$ cat config.mk
export PLATFORM = sky130hd
export DESIGN_NAME = maze_navigator
export DESIGN_NICKNAME = d
export VERILOG_FILES = /design/src/rtl/maze_pkg.sv /design/src/rtl/maze_navigator_classifier.sv /design/src/rtl/maze_navigator.sv
export SDC_FILE = /design/constraint.sdc
export NUM_CORES = 1
export LEC_CHECK = 0
export BUFFER_PORTS_ARGS = -buffer_cell sky130_fd_sc_hd__buf_2
export CAP_MARGIN = 25
export CORE_ASPECT_RATIO = 0.5
export CORE_MARGIN = 4
export CORE_UTILIZATION = 25
export CTS_BUF_LIST = sky130_fd_sc_hd__clkbuf_8 sky130_fd_sc_hd__clkbuf_16
export DETAILED_ROUTE_END_ITERATION = 8
export GPL_ROUTABILITY_DRIVEN = 0
export PLACE_DENSITY = 0.41
export SLEW_MARGIN = 20
export SYNTH_ARGS = -nofsm -noshare
export SYNTH_HDL_FRONTEND = slang
export SYNTH_SLANG_ARGS = --single-unit
$ cat constraint.sdc
create_clock -name clk -period 6.5 [get_ports clk]
set_input_delay 0.325 -clock clk [delete_from_list [all_inputs] [get_ports clk]]
set_output_delay 0.325 -clock clk [all_outputs]
set_load 0.05 [all_outputs]
$ cat src/rtl/maze_pkg.sv
// maze_pkg: state, motor-mode, junction-choice and pattern-class codes for the navigator.
// MAZE_OBSTACLE_STOP_EN adds the PAUSE state used for sonar obstacle stops.
package maze_pkg;

    typedef enum logic [3:0] {
        ST_IDLE      = 4'd0,
        ST_ARM       = 4'd1,
        ST_COUNT     = 4'd2,
        ST_FOLLOW    = 4'd3,
        ST_JUNCTION  = 4'd4,
        ST_TURN      = 4'd5,
        ST_BACKTRACK = 4'd6,
`ifdef MAZE_OBSTACLE_STOP_EN
        ST_PAUSE     = 4'd7,
`endif
        ST_ERROR     = 4'd15
    } state_e;

    typedef enum logic [2:0] {
        M_STOP    = 3'd0,
        M_FWD     = 3'd1,
        M_STEER_L = 3'd2,
        M_STEER_R = 3'd3,
        M_TURN_L  = 3'd4,
        M_TURN_R  = 3'd5,
        M_SPIN    = 3'd6
    } mode_e;

    typedef enum logic [1:0] {
        CH_LEFT     = 2'd0,
        CH_STRAIGHT = 2'd1,
        CH_RIGHT    = 2'd2
    } choice_e;

    typedef enum logic [2:0] {
        PC_CENTRE     = 3'd0,
        PC_ALL        = 3'd1,
        PC_NONE       = 3'd2,
        PC_LEFT_BIAS  = 3'd3,
        PC_RIGHT_BIAS = 3'd4,
        PC_OTHER      = 3'd5
    } pclass_e;

    function automatic mode_e turn_mode(input choice_e c);
        unique case (c)
            CH_LEFT:     turn_mode = M_TURN_L;
            CH_STRAIGHT: turn_mode = M_FWD;
            CH_RIGHT:    turn_mode = M_TURN_R;
            default:     turn_mode = M_STOP;
        endcase
    endfunction

endpackage

$ cat src/rtl/maze_navigator_classifier.sv
// pattern_classifier: decodes the raw tracker pattern into a class and flags
// it valid once the same pattern has been seen DEBOUNCE cycles in a row.
module pattern_classifier
    import maze_pkg::*;
#(
    parameter int SENSOR_W = 3,
    parameter int DEBOUNCE = 4
)(
    input  logic                clk,
    input  logic                rst,
    input  logic [SENSOR_W-1:0] detect,
    output pclass_e             cls_o,
    output logic                valid_o
);

    localparam int C  = SENSOR_W / 2;
    localparam int CW = $clog2(DEBOUNCE + 1);
    localparam logic [SENSOR_W-1:0] CMASK  = SENSOR_W'(1) << C;
    localparam logic [SENSOR_W-1:0] LOMASK = CMASK - SENSOR_W'(1);
    localparam logic [SENSOR_W-1:0] HIMASK = ~(LOMASK | CMASK);

    logic [SENSOR_W-1:0] prev_q, prev_d;
    logic [CW-1:0]       cnt_q, cnt_d;
    logic same, is_none, is_all, is_ctr, is_lb, is_rb;

    always_comb begin
        same   = (detect == prev_q);
        prev_d = detect;
        cnt_d  = CW'(1);
        if (same)
            cnt_d = (cnt_q == CW'(DEBOUNCE)) ? cnt_q : cnt_q + 1'b1;
        // cnt_q counts earlier identical cycles; this cycle is one more
        valid_o = (DEBOUNCE <= 1) || (same && cnt_q >= CW'(DEBOUNCE - 1));

        is_none = (detect == '0);
        is_all  = (detect == {SENSOR_W{1'b1}});
        is_ctr  = (detect == CMASK);
        is_lb   = !is_none && ((detect & ~HIMASK) == '0);
        is_rb   = !is_none && ((detect & ~LOMASK) == '0);

        cls_o = PC_OTHER;
        unique case (1'b1)
            is_none: cls_o = PC_NONE;
            is_all:  cls_o = PC_ALL;
            is_ctr:  cls_o = PC_CENTRE;
            is_lb:   cls_o = PC_LEFT_BIAS;
            is_rb:   cls_o = PC_RIGHT_BIAS;
            default: cls_o = PC_OTHER;
        endcase
    end

    always_ff @(posedge clk or posedge rst) begin
        if (rst) begin
            prev_q <= '0;
            cnt_q  <= '0;
        end else begin
            prev_q <= prev_d;
            cnt_q  <= cnt_d;
        end
    end

endmodule

$ cat src/rtl/maze_navigator.sv
// maze_navigator: junction-aware line-follower controller with a choice stack
// for backtracking. MAZE_OBSTACLE_STOP_EN enables the obstacle PAUSE state.
module maze_navigator
    import maze_pkg::*;
#(
    parameter int SENSOR_W    = 3,
    parameter int STACK_DEPTH = 16,
    parameter int START_DLY   = 100_000_000,
    parameter int DEBOUNCE    = 4,
    parameter int TURN_MAX    = 200_000_000
)(
    input  logic                               clk,
    input  logic                               rst,
    input  logic                               enable,
    input  logic [SENSOR_W-1:0]                detect,
    input  logic                               obstacle,
    output logic [2:0]                         mode,
    output logic [3:0]                         state_o,
    output logic [$clog2(STACK_DEPTH+1)-1:0]   depth,
    output logic                               err,
    output logic                               flash
);

    localparam int TMAX = (START_DLY > TURN_MAX) ? START_DLY : TURN_MAX;
    localparam int TW   = $clog2(TMAX + 1);
    localparam int FL   = (START_DLY / 8 > 0) ? START_DLY / 8 : 1;
    localparam int FW   = $clog2(FL + 1);
    localparam int DW   = $clog2(STACK_DEPTH + 1);

    state_e                   state_q, state_d;
    logic [TW-1:0]            timer_q, timer_d;
    logic [FW-1:0]            fcnt_q, fcnt_d;
    logic [DW-1:0]            depth_q, depth_d;
    logic [2*STACK_DEPTH-1:0] stack_q, stack_d;
    choice_e                  choice_q, choice_d, top;
    logic                     ret_q, ret_d, left_q, left_d;
    mode_e                    mode_q, mode_d;
    logic                     err_q, err_d, flash_q, flash_d;
    pclass_e                  cls;
    logic                     valid;
    int                       tidx;

`ifdef MAZE_OBSTACLE_STOP_EN
    localparam int PW = $clog2(DEBOUNCE + 1);
    state_e        save_q, save_d;
    logic [PW-1:0] pcnt_q, pcnt_d;
`else
    logic unused_obstacle;
    assign unused_obstacle = obstacle;
`endif

    pattern_classifier #(
        .SENSOR_W (SENSOR_W),
        .DEBOUNCE (DEBOUNCE)
    ) u_cls (
        .clk     (clk),
        .rst     (rst),
        .detect  (detect),
        .cls_o   (cls),
        .valid_o (valid)
    );

    always_comb begin
        state_d  = state_q;
        timer_d  = timer_q;
        fcnt_d   = fcnt_q;
        depth_d  = depth_q;
        stack_d  = stack_q;
        choice_d = choice_q;
        ret_d    = ret_q;
        left_d   = left_q;
        flash_d  = 1'b0;
`ifdef MAZE_OBSTACLE_STOP_EN
        save_d   = save_q;
        pcnt_d   = pcnt_q;
`endif
        tidx = (depth_q == '0) ? 0 : int'(depth_q) - 1;
        top  = choice_e'(stack_q[2*tidx +: 2]);

        if (!enable) begin
            state_d = ST_IDLE;
            depth_d = '0;
            ret_d   = 1'b0;
`ifdef MAZE_OBSTACLE_STOP_EN
        end else if (obstacle && (state_q inside {ST_FOLLOW, ST_TURN, ST_BACKTRACK})) begin
            state_d = ST_PAUSE;
            save_d  = state_q;
            pcnt_d  = '0;
`endif
        end else begin
            unique case (state_q)
                ST_IDLE: begin
                    depth_d = '0;
                    ret_d   = 1'b0;
                    state_d = ST_ARM;
                end
                ST_ARM:
                    if (valid && cls == PC_CENTRE) state_d = ST_COUNT;
                ST_COUNT:
                    if (timer_q == TW'(START_DLY - 1)) state_d = ST_FOLLOW;
                ST_FOLLOW: begin
                    if (valid && cls == PC_ALL)       state_d = ST_JUNCTION;
                    else if (valid && cls == PC_NONE) state_d = ST_BACKTRACK;
                end
                ST_JUNCTION: begin
                    ret_d  = 1'b0;
                    left_d = 1'b0;
                    if (!ret_q) begin
                        if (depth_q == DW'(STACK_DEPTH)) begin
                            state_d = ST_ERROR;
                        end else begin
                            stack_d[2*int'(depth_q) +: 2] = CH_LEFT;
                            depth_d  = depth_q + 1'b1;
                            choice_d = CH_LEFT;
                            state_d  = ST_TURN;
                        end
                    end else if (depth_q == '0) begin
                        state_d = ST_ERROR;
                    end else if (top != CH_RIGHT) begin
                        // pop and push collapse into an in-place update
                        choice_d = choice_e'(top + 2'd1);
                        stack_d[2*tidx +: 2] = choice_d;
                        state_d  = ST_TURN;
                    end else begin
                        depth_d = depth_q - 1'b1;
                        state_d = ST_BACKTRACK;
                    end
                end
                ST_TURN: begin
                    if (detect != {SENSOR_W{1'b1}}) left_d = 1'b1;
                    if (timer_q == TW'(TURN_MAX - 1))
                        state_d = ST_ERROR;
                    else if (valid && cls == PC_CENTRE && left_q)
                        state_d = ST_FOLLOW;
                end
                ST_BACKTRACK: begin
                    if (timer_q == TW'(TURN_MAX - 1)) begin
                        state_d = ST_ERROR;
                    end else if (valid && cls == PC_CENTRE) begin
                        state_d = ST_FOLLOW;
                        ret_d   = 1'b1;
                    end
                end
`ifdef MAZE_OBSTACLE_STOP_EN
                ST_PAUSE: begin
                    if (obstacle)
                        pcnt_d = '0;
                    else if (pcnt_q == PW'(DEBOUNCE - 1))
                        state_d = save_q;
                    else
                        pcnt_d = pcnt_q + 1'b1;
                end
`endif
                ST_ERROR: state_d = ST_ERROR;
                default:  state_d = ST_IDLE;
            endcase
        end

        // timers survive a pause so a resumed turn keeps its timeout budget
`ifdef MAZE_OBSTACLE_STOP_EN
        if (state_d != state_q && state_d != ST_PAUSE && state_q != ST_PAUSE)
`else
        if (state_d != state_q)
`endif
            timer_d = '0;
        else if ((state_q inside {ST_COUNT, ST_TURN, ST_BACKTRACK}) && timer_q != '1)
            timer_d = timer_q + 1'b1;

        if (state_d == ST_COUNT) begin
            if (state_q != ST_COUNT) begin
                flash_d = 1'b1;
                fcnt_d  = '0;
            end else if (fcnt_q == FW'(FL - 1)) begin
                flash_d = ~flash_q;
                fcnt_d  = '0;
            end else begin
                flash_d = flash_q;
                fcnt_d  = fcnt_q + 1'b1;
            end
        end

        unique case (state_d)
            ST_FOLLOW: begin
                if (cls == PC_LEFT_BIAS)       mode_d = M_STEER_L;
                else if (cls == PC_RIGHT_BIAS) mode_d = M_STEER_R;
                else                           mode_d = M_FWD;
            end
            ST_JUNCTION:  mode_d = M_FWD;
            ST_TURN:      mode_d = turn_mode(choice_d);
            ST_BACKTRACK: mode_d = M_SPIN;
            default:      mode_d = M_STOP;
        endcase
        err_d = (state_d == ST_ERROR);
    end

    always_ff @(posedge clk or posedge rst) begin
        if (rst) begin
            state_q  <= ST_IDLE;
            timer_q  <= '0;
            fcnt_q   <= '0;
            depth_q  <= '0;
            stack_q  <= '0;
            choice_q <= CH_LEFT;
            ret_q    <= 1'b0;
            left_q   <= 1'b0;
            mode_q   <= M_STOP;
            err_q    <= 1'b0;
            flash_q  <= 1'b0;
`ifdef MAZE_OBSTACLE_STOP_EN
            save_q   <= ST_IDLE;
            pcnt_q   <= '0;
`endif
        end else begin
            state_q  <= state_d;
            timer_q  <= timer_d;
            fcnt_q   <= fcnt_d;
            depth_q  <= depth_d;
            stack_q  <= stack_d;
            choice_q <= choice_d;
            ret_q    <= ret_d;
            left_q   <= left_d;
            mode_q   <= mode_d;
            err_q    <= err_d;
            flash_q  <= flash_d;
`ifdef MAZE_OBSTACLE_STOP_EN
            save_q   <= save_d;
            pcnt_q   <= pcnt_d;
`endif
        end
    end

    assign mode    = mode_q;
    assign state_o = state_q;
    assign depth   = depth_q;
    assign err     = err_q;
    assign flash   = flash_q;

endmodule
==> After elaboration in Yosys (flattened, before gate mapping) <==
Index checks and enable logic that the tools add are counted.
W data, S select, Z words.
{ "totals": {"register_bits": 108, "elab_cells": 151, "input_bits": 7, "out_inout_bits": 14} }
{ "classes": {"n_eq_ne": 45, "n_shift": 5, "magnitude_cmp": 1, "mux": 53, "n_reduce_logical": 24, "n_addsub": 9, "n_bitwise": 1} }
{ "op_table": {"columns": ["op", "count"], "rows": [
  ["$mux W32", 4],
  ["$shift A2 B33 Y32 const A", 2],
  ["$bwmux W32", 2],
  ["$mux W28", 2],
  ["$mux W24", 2],
  ["$mux W4", 12],
  ["$neg A32 Y33", 1],
  ["$neg A6 Y33", 1],
  ["$shiftx A2 B33 Y32", 1],
  ["$shiftx A2 B33 Y32 const A", 1],
  ["$pmux W4 S8", 1],
  ["$shiftx A32 B32 Y2", 1],
  ["$mux W31", 1],
  ["$add A28 B1 Y28 const B", 1],
  ["$eq A28 B27 Y1 const B", 1],
  ["$eq A28 B28 Y1 const B", 1],
  ["$ne A28 B28 Y1 const B", 1],
  ["$mux W5", 5],
  ["$add A24 B1 Y24 const B", 1],
  ["$eq A24 B24 Y1 const B", 1],
  ["$eq A4 B3 Y1 const B", 6],
  ["$mux W2", 9],
  ["$eq A4 B2 Y1 const B", 4],
  ["$pmux W3 S5", 1],
  ["other kinds (42)", 76]
]} }

==> Depth between registers and ports, before layout <==
Gate-level depths: netlist (run 1).
{ "logic_depth": {"depth_word": 13, "ltp_mapped": 22, "depth_no_buf": 19} }

==> Modules after synthesis <==
Synthesis (run 1) repeated with hierarchy kept, for this count alone.
{ "hier_totals": {"hier_cells": 890, "area_unflattened_um2": 7631.1} }
{ "modules_own_cells": {"columns": ["module", "seq_area_each_um2", "area_per_inst_um2", "n_inst", "cells_each"], "rows": [
  ["maze_navigator", 2552.4, 7279.5, 1, 860],
  ["pattern_classifier", 150.1, 351.6, 1, 30]
]} }

==> Least setup slack after synthesis (run 1) <==
Ideal clock, no wire load.
{ "synth_path": {"kind": "register -> register", "from": "reg depth_q[0], in the netlist depth[0]", "to": "reg fcnt_q[2]", "path_slack_ps": 1177, "synth_period_minus_slack_ps": 5323, "path_buffers": 5, "arrival_time_ps": 5202, "required_time_ps": 6379, "setup_ps": 121, "path_stages_with_launch": 22, "path_cell_list": "dfrtp_1 -> clkbuf_1 -> inv_1 -> ha_1 -> nor3b_1 -> ha_1 -> buf_2 -> buf_1 -> or2_2 -> mux4_2 -> a211oi_1 -> a2111oi_0 -> ha_1 -> nor3b_1 -> nor2_1 -> a32o_1 -> a221o_2 -> o21ai_2 -> buf_6 -> buf_2 -> nor3_1 -> o22a_1"} }
{ "synth_between": {"elab_chain_cells": 10, "word_cells_on_any_way": 13, "classes_between": "add/sub: 1; eq/ne: 3; shift: 1; mux: 7; reduce/logical: 1"} }
{ "synth_rtl": {"columns": ["element", "line", "source"], "rows": [
  ["start: declaration", "maze_navigator.sv:33", "logic [DW-1:0] depth_q, depth_d;"],
  ["start signal: assignment", "maze_navigator.sv:217", "depth_q <= depth_d;"],
  ["$sub A5 B1 Y6 or $logic_not A5 Y1 (tied branches)", "maze_navigator.sv:77, maze_navigator.sv:117", null],
  ["$mux W31", "maze_navigator.sv:77", "tidx = (depth_q == '0) ? 0 : int'(depth_q) - 1;"],
  ["$shiftx A32 B32 Y2", "maze_navigator.sv:78", "top = choice_e'(stack_q[2*tidx +: 2]);"],
  ["$ne A2 B2 Y1", "maze_navigator.sv:119", "end else if (top != CH_RIGHT) begin"],
  ["$mux W2", "maze_navigator.sv:119", null],
  ["$mux W4", "maze_navigator.sv:117", "end else if (depth_q == '0) begin"],
  ["$mux W4 (*)", "maze_navigator.sv:108", "if (!ret_q) begin"],
  ["$pmux W4 S8 (*)", "maze_navigator.sv:91", "unique case (state_q)"],
  ["$mux W4 (*)", "maze_navigator.sv:80", "if (!enable) begin"],
  ["$eq A4 B2 Y1 (*)", "maze_navigator.sv:169", "if (state_d == ST_COUNT) begin"],
  ["end signal: assignment", "maze_navigator.sv:216", "fcnt_q <= fcnt_d;"],
  ["end: declaration", "maze_navigator.sv:32", "logic [FW-1:0] fcnt_q, fcnt_d;"]
]} }
Every way passes the cells marked *; elsewhere a longest branch is shown, timed or not.
A chain may end at the register's enable or synchronous reset.

==> Worst setup path after layout (run 1) <==
{ "layout_path": {"from": "reg depth_q[1], in the netlist depth[1]", "to": "reg fcnt_q[22]"} }
The elaborated chain is that of the path after synthesis.

==> run summary, run 1 <==
total chip power - 1.312 mW
compound-cell area share of the yosys netlist - 0.1628
Yosys reg bits - 108
Synth cell types - 82
share of the synthesized area in the top cell type - 0.3535
post-route cell area - 8442 µm²
number of synthesis warnings - 0
number of global-route vias before repair - 6541
Inst Count DP - 1266
main combinational cell family by area after synthesis - simple AND/OR/NAND/NOR gates
Required @ worst endpoint - 6.75 ns
worst hold slack - 0.08022 ns
Post-Syn Area - 7645 µm²
ratio of cells with drive above 1 in the final layout - 0.09641
H-tree depth - 3
Logic pwr share - 0.055
Initial Util - 0.2586
Syn Inst Count - 884
crit path max fanout - 13
# Post-CTS Setup Buffers - 0
Multi-input gate area - 4638 µm²
I/O pin cnt - 21
Setup Viol. Count Final - 0
Fin. Hold Viols - 0
Setup WS post-layout - 0.7656 ns
Hold Buf Count CTS - 0
CP Class - reg2reg
fmax - 174.4 MHz
Worst Setup Start Kind - register
# DRC - 0
Post-Place Worst Slack - 0.8493 ns
total die area - 33610 µm²
Seq pwr share - 0.517
Worst-Margin Slew - 0.9081 ns
post-route insts no fill - 1283
switching pwr - 335.8 µW
fillers - 3126
placement row count - 44
pin count of the biggest net entering global routing - 56
count of cells resized by post-cts repair - 0
first-pass GRT wire length - 37140 µm
Die Y - 131.7 µm
clk slew on worst S/H paths - 0.08 ns
sequential fraction of the synthesis area - 0.3535
Mapped Nets - 918
setup total negative slack - 0 ns
initial antenna violation count - 0
Crit path arrival time - 5.99 ns
Adder-Cell Fraction of Synth Area - 0.04615
Pint - 976.0 µW
Pins Over Slew Limit - 0
Clock Skew - 0.01306 ns
most common cell after layout, fill and taps aside - dfrtp_1
RSZ-0062 raised after global routing - false
Slew Limit Headroom - 0.3817
grt ovf - 0
Synth area leaders - dfrtp_1, nand2_1, nand3_1
drt wl/cell - 17.68 µm
status - completed
Post-synth EDFFs - 0
DR iter-0 viols - 619
core area - 29560 µm²
cts bufs inserted - 9
most frequent cells in the layout - dfrtp_1, nand2_1, nand3_1
DR vias - 6797
Reg area - 2703 µm²
mux cell area share after synthesis - 0.03699
clk root buf - clkbuf_16
GR Util All Layers - 0.1351
Area Growth Syn to Fin - 10.43%
leakage - 3.309 nW
Cell Area, Placed - 8148 µm²
# Max-Cap Violations - 0
TritonCTS clock tree - built
DP HPWL - 15970 µm
Core Util, Final - 0.2856
Max rail drop VDD - 0.1225 mV
Clk Latency, worst-skew pair - 0.37 ns
fin nets - 921
drt first pass iters - 5
Cell Pwr Density - 155.4 nW/µm²
xor/xnor share of the synthesized area - 0.04468
port bufs - 19
Hold Path Class - in2async
Vias per Instance - 5.298
Mapped Avg Cell Area - 8.648 µm²
simple-gate share of the synthesized area - 0.3137
clock sinks - 108
Post-synth ARST share - 1.000
Crit. End Element - register
final worst path period share - 0.8822
Post-synth top flop - dfrtp_1
area leader, netlist - dfrtp_1
# diodes - 0
clock buffer depth - 2
die width - 255.3 µm
WL final - 22680 µm
clock network fraction of total power - 0.428
crit path time final - 5.734 ns
antenna-violating nets left - 0
Sw Share - 0.2560
==> registers in the layout, summed over array words and instances, names as in the netlist <==
name	flops
timer_q	28
choice_q	2
fcnt_q	24
stack_q	32
left_q	1
u_cls.prev_q	3
flash	1
ret_q	1
u_cls.cnt_q	3
state_o	4
err	1
depth	5
mode	3
==> cell usage after synthesis, types with 15 or more instances <==
| cell type | number |
|---|---|
| dfrtp_1 | 108 |
| nand2_1 | 102 |
| nand4_1 | 29 |
| a21oi_1 | 23 |
| nand3_1 | 65 |
| inv_1 | 27 |
| nor3_1 | 49 |
| xnor2_1 | 28 |
| o21ai_0 | 40 |
| nor2_1 | 40 |
| and3_1 | 19 |
| o41ai_1 | 15 |
| ha_1 | 25 |
| o31ai_1 | 18 |
| buf_2 | 17 |
| nor4_1 | 18 |
| clkbuf_1 | 19 |
| mux2i_1 | 17 |
| and2_1 | 19 |
==> final timing paths <==
check	startpoint	to	slack (ns)	depth (start not counted)
max	depth[1]	fcnt_q[22]	0.77	18
min	rst	stack_q[20]	0.08	2
max reg2reg	depth[1]	fcnt_q[22]	0.77	18
min reg2reg	fcnt_q[23]	fcnt_q[23]	0.50	1
max in group asynchronous	rst	fcnt_q[19]	5.17	3
min in group clk	detect[0]	u_cls.prev_q[0]	0.15	1
==> area by class of cell <==
| type | count | share of cell area |
|---|---|---|
| sequential | 108 | 0.3201 |
| multi-input combinational | 705 | 0.5494 |
| tap | 391 | 0.05795 |
| clock buffer | 11 | 0.02994 |
| clock inverter | 5 | 0.004298 |
| timing repair buffer | 35 | 0.02549 |
| inverter | 28 | 0.01275 |
==> worst max-delay path, stage by stage, from the launching register on <==
cell and delay (ns):
dfrtp_1 0.52, inv_1 0.25, ha_1 0.24, nor3b_1 0.28, ha_1 0.48, nor2_1 0.21
inv_1 0.11, buf_4 0.18, nand2_1 0.07, a311oi_1 0.31, a211oi_1 0.10, a2111oi_0 0.46
ha_1 0.38, a41o_1 0.21, nand2_1 0.08, a211oi_1 0.40, nand3_1 0.37, or3_4 0.59
o41ai_1 0.36
==> per-layer routing <==
layer	vias to the layer above	track usage	wire, µm
met5	-	0	0
met4	0	0.03273	327
met3	24	0.02807	845
met2	137	0.2071	9988
met1	3333	0.1949	11520
li1	3303	-	-
==> cells by family after synthesis <==
kind of cell,count (synthesis)
compound gates,178
buf+inv,71
mux,25
simple gates,436
fa+ha+maj,27
xor+xnor,39
flops,108
==> power by group through the flow <==
stage / sequential (mW) / combinational, mW / clock (mW)
floorplan: 0.691 / 0.0518 / 0
global placement: 0.692 / 0.0720 / 0
detailed placement: 0.692 / 0.0728 / 0
CTS: 0.679 / 0.0731 / 0.588
global route: 0.680 / 0.0817 / 0.612
finish: 0.679 / 0.0720 / 0.561
Note: power is estimated with default switching activity, not from simulation.
==> run 2, diff against run 1 <==
--- a/config.mk
+++ b/config.mk
@@ -8,7 +8,6 @@
 export BUFFER_PORTS_ARGS = -buffer_cell sky130_fd_sc_hd__buf_2
 export CAP_MARGIN = 25
 export CORE_ASPECT_RATIO = 0.5
-export CORE_MARGIN = 4
 export CORE_UTILIZATION = 25
 export CTS_BUF_LIST = sky130_fd_sc_hd__clkbuf_8 sky130_fd_sc_hd__clkbuf_16
 export DETAILED_ROUTE_END_ITERATION = 8
@@ -18,3 +17,4 @@
 export SYNTH_ARGS = -nofsm -noshare
 export SYNTH_HDL_FRONTEND = slang
 export SYNTH_SLANG_ARGS = --single-unit
+export TNS_END_PERCENT = 5
==> run 2 against run 1 <==
Against the previous run:
- first-iteration DRC count decreased by 23%
- critical path depth did not move
- clock power up 5.0%
- total power increased by 2.1%
- clock skew shrank 0.0033 ns
- wire length decreased by 0.30%
- hold slack worse by 0.020 ns
- die area is 6.8% lower
- sequential cell count did not move
- register-to-register slack worse by 0.17 ns
- final cell count hardly changed
- critical path type unchanged
- largest cell class unchanged
==> run summary, run 2 (synthesis gave the netlist of run 1 again) <==
status - completed
most common cell after layout, fill and taps aside - dfrtp_1
grt ovf - 0 (unchanged)
DR iter-0 viols - 474 (-23%)
Area Growth Syn to Fin - 10.65%
pin count of the biggest net entering global routing - 56 (unchanged)
DR vias - 6897 (+1.5%)
# DRC - 0 (unchanged)
Die Y - 125.7 µm (-4.6%)
TritonCTS clock tree - built
setup total negative slack - 0 ns (unchanged)
Vias per Instance - 5.371 (+1.4%)
number of global-route vias before repair - 6580 (+0.60%)
Slew Limit Headroom - 0.3447 (-0.03700)
GR Util All Layers - 0.1493 (+0.01419)
Worst Setup Start Kind - register
Clk Latency, worst-skew pair - 0.38 ns (about the same)
Clock Skew - 0.009804 ns (-0.003254 ns)
Cell Pwr Density - 158.3 nW/µm² (+1.9%)
Initial Util - 0.2591 (+0.0004824)
clk root buf - clkbuf_16
Pins Over Slew Limit - 0 (unchanged)
final worst path period share - 0.9080 (+0.02576)
# Max-Cap Violations - 0 (unchanged)
Reg with most FFs - stack_q
core area - 29510 µm² (-0.19%)
WL final - 22610 µm (-0.30%)
clock sinks - 108 (unchanged)
fmax - 169.4 MHz (-2.8%)
max FFs per register - 32 (unchanged)
Max rail drop VDD - 0.1263 mV (+3.1%)
Required @ worst endpoint - 6.78 ns (+0.03 ns)
I/O pin cnt - 21 (unchanged)
RSZ-0062 raised after global routing - false
H-tree depth - 3 (unchanged)
Hold Buf Count CTS - 0 (unchanged)
Post-Place Worst Slack - 0.6156 ns (-0.2337 ns)
drt wl/cell - 17.61 µm (-0.38%)
Setup WS post-layout - 0.5982 ns (-0.1675 ns)
leakage - 3.326 nW (+0.52%)
CP Class - reg2reg
initial antenna violation count - 0 (unchanged)
count of cells resized by post-cts repair - 0 (unchanged)
fillers - 3165 (+1.2%)
antenna-violating nets left - 0 (unchanged)
first-pass GRT wire length - 37070 µm (-0.17%)
crit path time final - 5.902 ns (+0.1675 ns)
total chip power - 1.339 mW (+2.1%)
cts bufs inserted - 9 (unchanged)
Crit. End Element - register
clock buffer depth - 2 (unchanged)
Core Util, Final - 0.2867 (+0.001126)
DP HPWL - 15950 µm (-0.18%)
ratio of cells with drive above 1 in the final layout - 0.09630 (-0.0001080)
# Post-CTS Setup Buffers - 0 (unchanged)
total die area - 31320 µm² (-6.8%)
Multi-input gate area - 4638 µm² (unchanged)
Worst-Margin Slew - 0.9624 ns (+0.05434 ns)
fin nets - 922 (+0.11%)
Fin. Hold Viols - 0 (unchanged)
# diodes - 0 (unchanged)
port bufs - 19 (unchanged)
Crit path arrival time - 6.18 ns (+0.19 ns)
clk slew on worst S/H paths - 0.08 ns (about the same)
die width - 249.3 µm (-2.4%)
Reg area - 2703 µm² (unchanged)
placement row count - 44 (unchanged)
crit path max fanout - 28 (+15)
Setup Viol. Count Final - 0 (unchanged)
Hold Path Class - in2async
most frequent cells in the layout - dfrtp_1, nand2_1, nand3_1
top flop regs - stack_q (32), timer_q (28), fcnt_q (24)
drt first pass iters - 5 (unchanged)
[run 2: worst paths after layout]
check                            from              end  slack [ns]  cells past startpoint
setup / recovery             depth[1]      timer_q[24]        0.60                     18
hold reg to reg            fcnt_q[23]       fcnt_q[23]        0.51                      1
hold / removal                    rst      stack_q[31]        0.06                      2
setup reg to reg             depth[1]      timer_q[24]        0.60                     18
max in group asynchronous         rst        fcnt_q[6]        5.22                      3
min in group clk            detect[0]  u_cls.prev_q[0]        0.14                      1
[run 2: critical path: stages (launching register included)]
cell	delay, ns
dfrtp_1	0.55
inv_1	0.21
ha_1	0.26
nor3b_1	0.16
ha_1	0.34
nor2_2	0.29
clkinv_1	0.30
a211oi_1	0.39
a311oi_1	0.09
a21oi_1	0.16
a2111oi_0	0.13
ha_1	0.29
nor3b_1	0.34
nor2_1	0.13
a32o_1	0.29
a221o_2	0.36
o21ai_2	0.65
mux2i_4	0.44
nor4b_1	0.40
[run 2: layout make-up]
cell class / instances / area share
inverters: 28 / 0.01272
repair buffers: 36 / 0.02574
well taps: 391 / 0.05783
clock inverters: 6 / 0.007691
multi-input cells: 705 / 0.5483
clock buffers: 10 / 0.02825
flip-flops and latches: 108 / 0.3195
[run 2: metal layers]
| metal | global-route usage | part of all wire | up-vias |
|---|---|---|---|
| met4 | 0.05011 | 0.017 | 0 |
| met2 | 0.2337 | 0.45 | 138 |
| met5 | 0 | 0 | - |
| li1 | - | - | 3305 |
| met1 | 0.2069 | 0.50 | 3433 |
| met3 | 0.02790 | 0.035 | 21 |
[run 2: stage by stage]
stage          hold WS, ns  std cells  instance area (µm²)
2_1_floorplan       0.3564        884                 7645
3_3_place_gp        0.4813       1266                 8134
3_5_place_dp        0.4832       1266                 8145
4_1_cts            0.08269       1282                 8449
5_1_grt             0.1262       1284                 8459
6_report           0.06052       1284                 8459
[run 2: where the power goes]
part	internal [mW]	switching (mW)	leakage [nW]	total, mW
combinational	0.0197	0.0521	1.68	0.0718
clock	0.310	0.278	0.153	0.589
sequential	0.674	0.00490	1.49	0.679
